`config.mk`:
```
export PLATFORM = sky130hd
export DESIGN_NAME = tft_spi_tx_flat
export DESIGN_NICKNAME = d
export VERILOG_FILES = /design/src/rtl/tft_spi_tx_if.sv /design/src/rtl/tft_spi_tx.sv /design/src/flat_wrapper.sv
export SDC_FILE = /design/constraint.sdc
export NUM_CORES = 1
export LEC_CHECK = 0
export ABC_CLOCK_PERIOD_IN_PS = 1700
export BUFFER_PORTS_ARGS = -buffer_cell sky130_fd_sc_hd__buf_2
export CAP_MARGIN = 20
export CORE_AREA = 5 5 55 57
export DETAILED_ROUTE_END_ITERATION = 8
export DIE_AREA = 0 0 60 62
export GPL_ROUTABILITY_DRIVEN = 0
export PLACE_DENSITY = 0.76
export SLEW_MARGIN = 0
export SYNTH_ARGS = -nofsm -noshare
export SYNTH_HDL_FRONTEND = slang
export SYNTH_SLANG_ARGS = --single-unit
```
`constraint.sdc`:
```
create_clock -name clk -period 1.7 [get_ports clk]
set_input_delay 0.34 -clock clk [delete_from_list [all_inputs] [get_ports clk]]
set_output_delay 0.34 -clock clk [all_outputs]
set_load 0.02 [all_outputs]
```
`src/rtl/tft_spi_tx_if.sv`:
```
// Byte-request handshake between the TFT init sequencer / renderer and the SPI transmitter.
interface tft_spi_tx_if;
  logic       tft_transmit;
  logic       tft_dc;
  logic [7:0] tft_data;
  logic       tft_busy;

  modport master (output tft_transmit, tft_dc, tft_data, input tft_busy);
  modport slave  (input tft_transmit, tft_dc, tft_data, output tft_busy);
endinterface

```
`src/rtl/tft_spi_tx.sv`:
```
// Write-only SPI mode-0 byte transmitter for the TFT panel, MSB first, one byte in flight.
// Optional TFT_SPI_CS_GAP_EN adds a guaranteed CS#-high gap of 2*CLK_DIV cycles after each byte.
module tft_spi_tx #(
  parameter int unsigned CLK_DIV = 2
) (
  input  logic          clk,
  input  logic          global_reset_n,
  tft_spi_tx_if.slave   tft,
  output logic          spi_sck,
  output logic          spi_mosi,
  output logic          spi_cs_n,
  output logic          spi_dc
);

  typedef enum logic [1:0] {IDLE, SHIFT, GAP} state_t;

  localparam logic [7:0] DIV_LAST = 8'(CLK_DIV - 1);

  state_t     state_q, state_d;
  logic [7:0] div_q, div_d;
  logic [7:0] sh_q, sh_d;
  logic [2:0] bit_q, bit_d;
  logic       sck_q, sck_d;
  logic       cs_n_q, cs_n_d;
  logic       dc_q, dc_d;
  logic       busy_q, busy_d;
`ifdef TFT_SPI_CS_GAP_EN
  logic       gap_half_q, gap_half_d;
`endif

  always_ff @(posedge clk) begin
    if (!global_reset_n) begin
      state_q <= IDLE;
      div_q   <= '0;
      sh_q    <= '0;
      bit_q   <= '0;
      sck_q   <= 1'b0;
      cs_n_q  <= 1'b1;
      dc_q    <= 1'b0;
      busy_q  <= 1'b0;
`ifdef TFT_SPI_CS_GAP_EN
      gap_half_q <= 1'b0;
`endif
    end else begin
      state_q <= state_d;
      div_q   <= div_d;
      sh_q    <= sh_d;
      bit_q   <= bit_d;
      sck_q   <= sck_d;
      cs_n_q  <= cs_n_d;
      dc_q    <= dc_d;
      busy_q  <= busy_d;
`ifdef TFT_SPI_CS_GAP_EN
      gap_half_q <= gap_half_d;
`endif
    end
  end

  always_comb begin
    state_d = state_q;
    div_d   = div_q;
    sh_d    = sh_q;
    bit_d   = bit_q;
    sck_d   = sck_q;
    cs_n_d  = cs_n_q;
    dc_d    = dc_q;
    busy_d  = busy_q;
`ifdef TFT_SPI_CS_GAP_EN
    gap_half_d = gap_half_q;
`endif
    unique case (state_q)
      IDLE: begin
        if (tft.tft_transmit) begin
          state_d = SHIFT;
          sh_d    = tft.tft_data;
          dc_d    = tft.tft_dc;
          cs_n_d  = 1'b0;
          busy_d  = 1'b1;
          div_d   = '0;
          bit_d   = '0;
          sck_d   = 1'b0;
        end
      end
      SHIFT: begin
        if (div_q == DIV_LAST) begin
          div_d = '0;
          if (!sck_q) begin
            sck_d = 1'b1;
          end else begin
            sck_d = 1'b0;
            if (bit_q == 3'd7) begin
              // Clearing the shifter parks MOSI low between bytes.
              sh_d   = '0;
              cs_n_d = 1'b1;
`ifdef TFT_SPI_CS_GAP_EN
              state_d    = GAP;
              gap_half_d = 1'b0;
`else
              state_d = IDLE;
              busy_d  = 1'b0;
`endif
            end else begin
              bit_d = bit_q + 3'd1;
              sh_d  = {sh_q[6:0], 1'b0};
            end
          end
        end else begin
          div_d = div_q + 8'd1;
        end
      end
`ifdef TFT_SPI_CS_GAP_EN
      GAP: begin
        // Two divider periods keep CS# high long enough for the panel's deselect time.
        if (div_q == DIV_LAST) begin
          div_d = '0;
          if (gap_half_q) begin
            state_d = IDLE;
            busy_d  = 1'b0;
          end else begin
            gap_half_d = 1'b1;
          end
        end else begin
          div_d = div_q + 8'd1;
        end
      end
`endif
      default: state_d = IDLE;
    endcase
  end

  assign tft.tft_busy = busy_q | tft.tft_transmit;
  assign spi_sck      = sck_q;
  assign spi_mosi     = sh_q[7];
  assign spi_cs_n     = cs_n_q;
  assign spi_dc       = dc_q;

endmodule

```
`src/flat_wrapper.sv`:
```
// flat-port wrapper written by rule: the top's interface ports become plain ports
module tft_spi_tx_flat 
#(
  parameter int unsigned CLK_DIV = 2
)
  (clk, global_reset_n, spi_sck, spi_mosi, spi_cs_n, spi_dc, tft_tft_transmit, tft_tft_dc, tft_tft_data, tft_tft_busy);
  tft_spi_tx_if tft_i ();
  input  logic clk;
  input  logic global_reset_n;
  output logic spi_sck;
  output logic spi_mosi;
  output logic spi_cs_n;
  output logic spi_dc;
  input wire logic [$bits(tft_i.tft_transmit)-1:0] tft_tft_transmit;
  input wire logic [$bits(tft_i.tft_dc)-1:0] tft_tft_dc;
  input wire logic [$bits(tft_i.tft_data)-1:0] tft_tft_data;
  output wire logic [$bits(tft_i.tft_busy)-1:0] tft_tft_busy;
  assign tft_i.tft_transmit = tft_tft_transmit;
  assign tft_i.tft_dc = tft_tft_dc;
  assign tft_i.tft_data = tft_tft_data;
  assign tft_tft_busy = tft_i.tft_busy;
  tft_spi_tx #(.CLK_DIV(CLK_DIV)) u_core (.clk(clk), .global_reset_n(global_reset_n), .tft(tft_i), .spi_sck(spi_sck), .spi_mosi(spi_mosi), .spi_cs_n(spi_cs_n), .spi_dc(spi_dc));
endmodule
```
# Word-level counts from Yosys, hierarchy flattened
# Cells that the tools add are included.
# op_classes
bitwise_logic	1
n_reduce_logical	9
n_mux	31
eq_ne	8
addsub	2
# ops
op	n
two-way mux 8 bit	6
case mux 8 bit (2 select lines)	2
two-way mux 3 bit	4
two-way mux 1 bit	10
AND reduction 5 bit	2
adder 8 x 1 -> 8 bit, second input constant	1
equality test 8 x 1 -> 1 bit, second input constant	1
two-way mux 2 bit	4
AND reduction 4 bit	2
!= test 2 x 1 -> 1 bit, second input constant	3
case mux 1 bit (2 select lines)	3
case mux 3 bit (2 select lines)	1
!= test 2 bit, second input constant	2
case mux 2 bit (2 select lines)	1
AND reduction 2 bit	2
adder 3 x 1 -> 3 bit, second input constant	1
equality test 3 bit, second input constant	1
AND reduction 3 bit	1
equality test 2 x 1 -> 1 bit, second input constant	1
logical NOT 2 bit	1
nonzero test 2 bit	1
bitwise OR 1 bit	1
# word_totals
reg_bits	25
word_cells	59
input_bits	12
out_inout_bits	5

# Depth between registers and ports, before layout
# depth
depth_word	5
mapped_depth	7
mapped_depth_nobuf	6

# Worst setup path before layout
# Ideal clock, no wire load.
# synth_timing
path_type	reg-to-reg
from	register u_core.div_q[0]
to	register u_core.sh_q[4]
t_arrival_ps	1715
setup_time_ps	116
stages_incl_launch_ff	7
path_slack_ps	-132
path_buffers	1
period_less_slack_ps	1832
required_ps	1584
path_cell_list	dfxtp_1 ha_1 or4b_4 o31ai_4 buf_6 o221ai_2 o211a_1
# synth_via
elab_chain_len	3
# synth_lines
element	line	source
start, declared	tft_spi_tx.sv:20	logic [7:0] div_q, div_d;
start signal, assigned	tft_spi_tx.sv:46	div_q <= div_d;
equality test 8 x 1 -> 1 bit	tft_spi_tx.sv:85	if (div_q == DIV_LAST) begin
!= test 2 x 1 -> 1 bit (no source line)	-	
AND reduction 4 bit (no source line)	-	
end signal, assigned	tft_spi_tx.sv:35	sh_q <= '0;
end signal, assigned	tft_spi_tx.sv:47	sh_q <= sh_d;
end, declared	tft_spi_tx.sv:21	logic [7:0] sh_q, sh_d;
# No other way between the ends.
# A chain may end at the register's enable or synchronous reset.

# Worst setup path after layout
# layout_timing
from	register u_core.div_q[1]
to	register u_core.sh_q[3]
# The elaborated chain is that of the path after synthesis.

==> run metrics <==
Final setup viols 13; CP Capture Type flip-flop; RSZ-0062 raised after global routing true; Vias/cell 6.005; Root Buffer clkbuf_4; starting density of the core 47.43%; Hold Path Class in2reg; Sum Neg Setup Slack -591.3 ps; routed wire length per instance 16.61 um; Mean Syn Cell Area 8.874 um2; final net count about 190; I/O pins 17; EDFF count, synth 0; most common library cells after synthesis 23 x dfxtp_1, 14 x nand2_1, 12 x nand3_1; crit path time final roughly 1800 ps; top sig layer met4; register area share after synthesis about 40%; Leak 0.0007284 uW; vias 1189; port buffer count 16; Yosys reg bits 23; Die W 60 um; largest net degree at the start of global routing 27; Post-synth ARST share 0%; Detailed Place HPWL 2051 um; count of final hold-check violations 0; Yosys warning total 0; Syn Nets between 100 and 150; area leader, netlist dfxtp_1; fin crit share 104.9%; Clk pwr share 24.7%; routed length on met3 about 200 um; synthesized area 1154 um2; synthesized instance count 130; Clk pin slew, worst setup/hold paths 140 ps; relative slew slack 81.98%; Initial DRC Count 35; clk sinks 23; CTS Buf Count 3; Std-Cell Core Area approximately 2400 um2; Max-Cap Viols 0; first-pass GRT wire length 5188 um; H-Tree Depth 1; antenna diode count 0; Synth top area share roughly 40%; Comb pwr share between 20% and 30%; Core Rows 18; Req. time, crit path approximately 1900 ps; DR WL met2 1704 um; violated checks setup timing; status finished with violations; synth top area cells dfxtp_1 40%, o211a_1 6.1%, nand3_1 5.2%; final core area utilization 65.17%; final non-filler cell area around 1600 um2; WP buf/inv 2; CTS tree done; Worst setup SP type flip-flop; Unique masters post-synth 36; DIE HEIGHT 62 um; VDD IR max 0.0005692 V; Area growth, synth to finish 37.42%; Total GRT Usage 18.61%; GRT overflow 0; Slew @ Worst Pin 266.9 ps; ys flop type dfxtp_1; fill count 196; count of pins over their slew limit 0; clock tree buffer depth 2; Placed Cells 185; drt total wl 3289 um; worst-path cell chain inv_2 > ha_4 > or4b_4 > o31ai_4 > buf_12 > o221ai_2 > o211a_1; Net Sw Power approximately 330 uW; Metal-1 WL 1292 um; Switching Fraction between 30% and 40%; Worst Path Max Fanout 11; DR DRC count 0; Internal Power about 760 uW; Sequential Area 465.4 um2; Clk Latency, worst-skew pair 330 ps; final setup margin -83.93 ps; Final Non-Filler Cells 198; P per Cell Area 690.1 nW/um2; Top delay family on crit path simple AND/OR/NAND/NOR gates; WS Path Type reg2reg; cell with the most instances after synthesis dfxtp_1; area occupied by multi-input gates 721.9 um2; Max Fclk 0.5606 GHz; fraction of layout cells with a size suffix above 1 a little over two fifths; first-pass detailed-route iteration total 4; vias in the first global route 1171; sequential share of power 53.7%; Worst Skew 4.335 ps; critical path data arrival time 2020 ps; crit path max-delay cell type or4b_4; placed cell areas ~1400 um2; CP max stage delay 510 ps; Hold WS 245.7 ps; remaining antenna violation count after routing 0; die area 3720 um2; antenna violations before repair 0
-- stage by stage --
| stage | power, uW | setup WS [ps] |
|---|---|---|
| 2_1_floorplan | 711.1 | -39.76 |
| 3_3_place_gp | 780.5 | -11.93 |
| 3_5_place_dp | 787.9 | -70.55 |
| 4_1_cts | 1077 | -56.89 |
| 5_1_grt | 1144 | -133.3 |
| 6_report | 1094 | -83.93 |
-- area by class of cell --
class                   instances  area share (%)
flip-flops and latches         23           29.36
repair buffers                 42           18.63
multi-input cells              89           45.54
inverters                      10           2.368
clock inverters                 1          0.3157
well taps                      30           2.368
clock buffers                   3           1.421
-- metal layers --
| metal | up-vias | GRT usage [%] |
|---|---|---|
| met4 | 0 | 6.646 |
| met1 | 569 | 20.58 |
| li1 | 559 | - |
| met3 | 11 | 5.372 |
| met5 | - | 0 |
| met2 | 50 | 33.95 |
-- power by group through the flow --
| stage | Sequential (uW) | Clock (uW) | Combinational, uW |
|---|---|---|---|
| 2_1_floorplan | 603 | 0 | 108 |
| 3_3_place_gp | 596 | 0 | 185 |
| 3_5_place_dp | 597 | 0 | 191 |
| 4_1_cts | 586 | 267 | 224 |
| 5_1_grt | 590 | 298 | 256 |
| 6_report | 587 | 270 | 237 |
-- worst reg2reg max path, stage by stage (launching register included) --
cell	delay (ps)
dfxtp_2	350
inv_2	70
ha_4	120
or4b_4	510
o31ai_4	230
buf_12	170
o221ai_2	90
o211a_1	140
-- cell families after synthesis --
group | Yosys count | share of synthesized area, %
mux | 2 | 1.735
compound gates | 33 | 23.64
fa+ha+maj | 4 | 4.339
buf+inv | 18 | 6.725
flops | 23 | 39.91
simple gates | 50 | 23.64
-- cells in the final DEF (no fill, tap or decap), types with 2 or more instances in the layout --
cell type,Yosys,routed
ha_1,4,2
nand4b_1,2,2
and2_1,2,2
nand2_1,14,14
nand3b_1,2,2
ha_4,0,2
dfxtp_2,0,4
buf_4,0,23
nand3_1,12,9
and3_1,4,3
o21ai_0,5,2
a21oi_1,3,3
inv_1,10,9
o311ai_0,2,2
buf_6,1,2
clkbuf_4,0,3
nor3_1,2,2
buf_2,2,16
nor2_1,4,4
nand4_1,2,2
dfxtp_1,23,19
o211a_1,7,7
o21ai_1,1,2
o21ai_2,0,2
o221ai_2,1,7
nand3_2,0,3
mux2i_1,2,2
-- state kept, by name, summed over array words and instances (netlist names) --
name	flops
u_core.div_q	8
u_core.sh_q	8
u_core.bit_q	3
u_core.spi_cs_n	1
u_core.spi_dc	1
u_core.spi_sck	1
u_core.state_q	1
-- timing repair --
action	CTS	global route
pin swaps	2	6
hold endpoints to repair	0	0
hold buffers	0	0
setup endpoints to repair	12	19
gates resized for setup	14	12
buffers inserted	10	2
-- worst paths after layout --
path	start	endpoint	slack, ps	cells past startpoint
worst max-delay path	u_core.div_q[1]	u_core.sh_q[3]	-80	7
worst min-delay path	tft_tft_data[0]	u_core.sh_q[0]	250	3
worst max register to register	u_core.div_q[1]	u_core.sh_q[3]	-80	7
worst min register to register	u_core.sh_q[0]	u_core.sh_q[0]	490	2
Power figures use the tool's default switching activity.
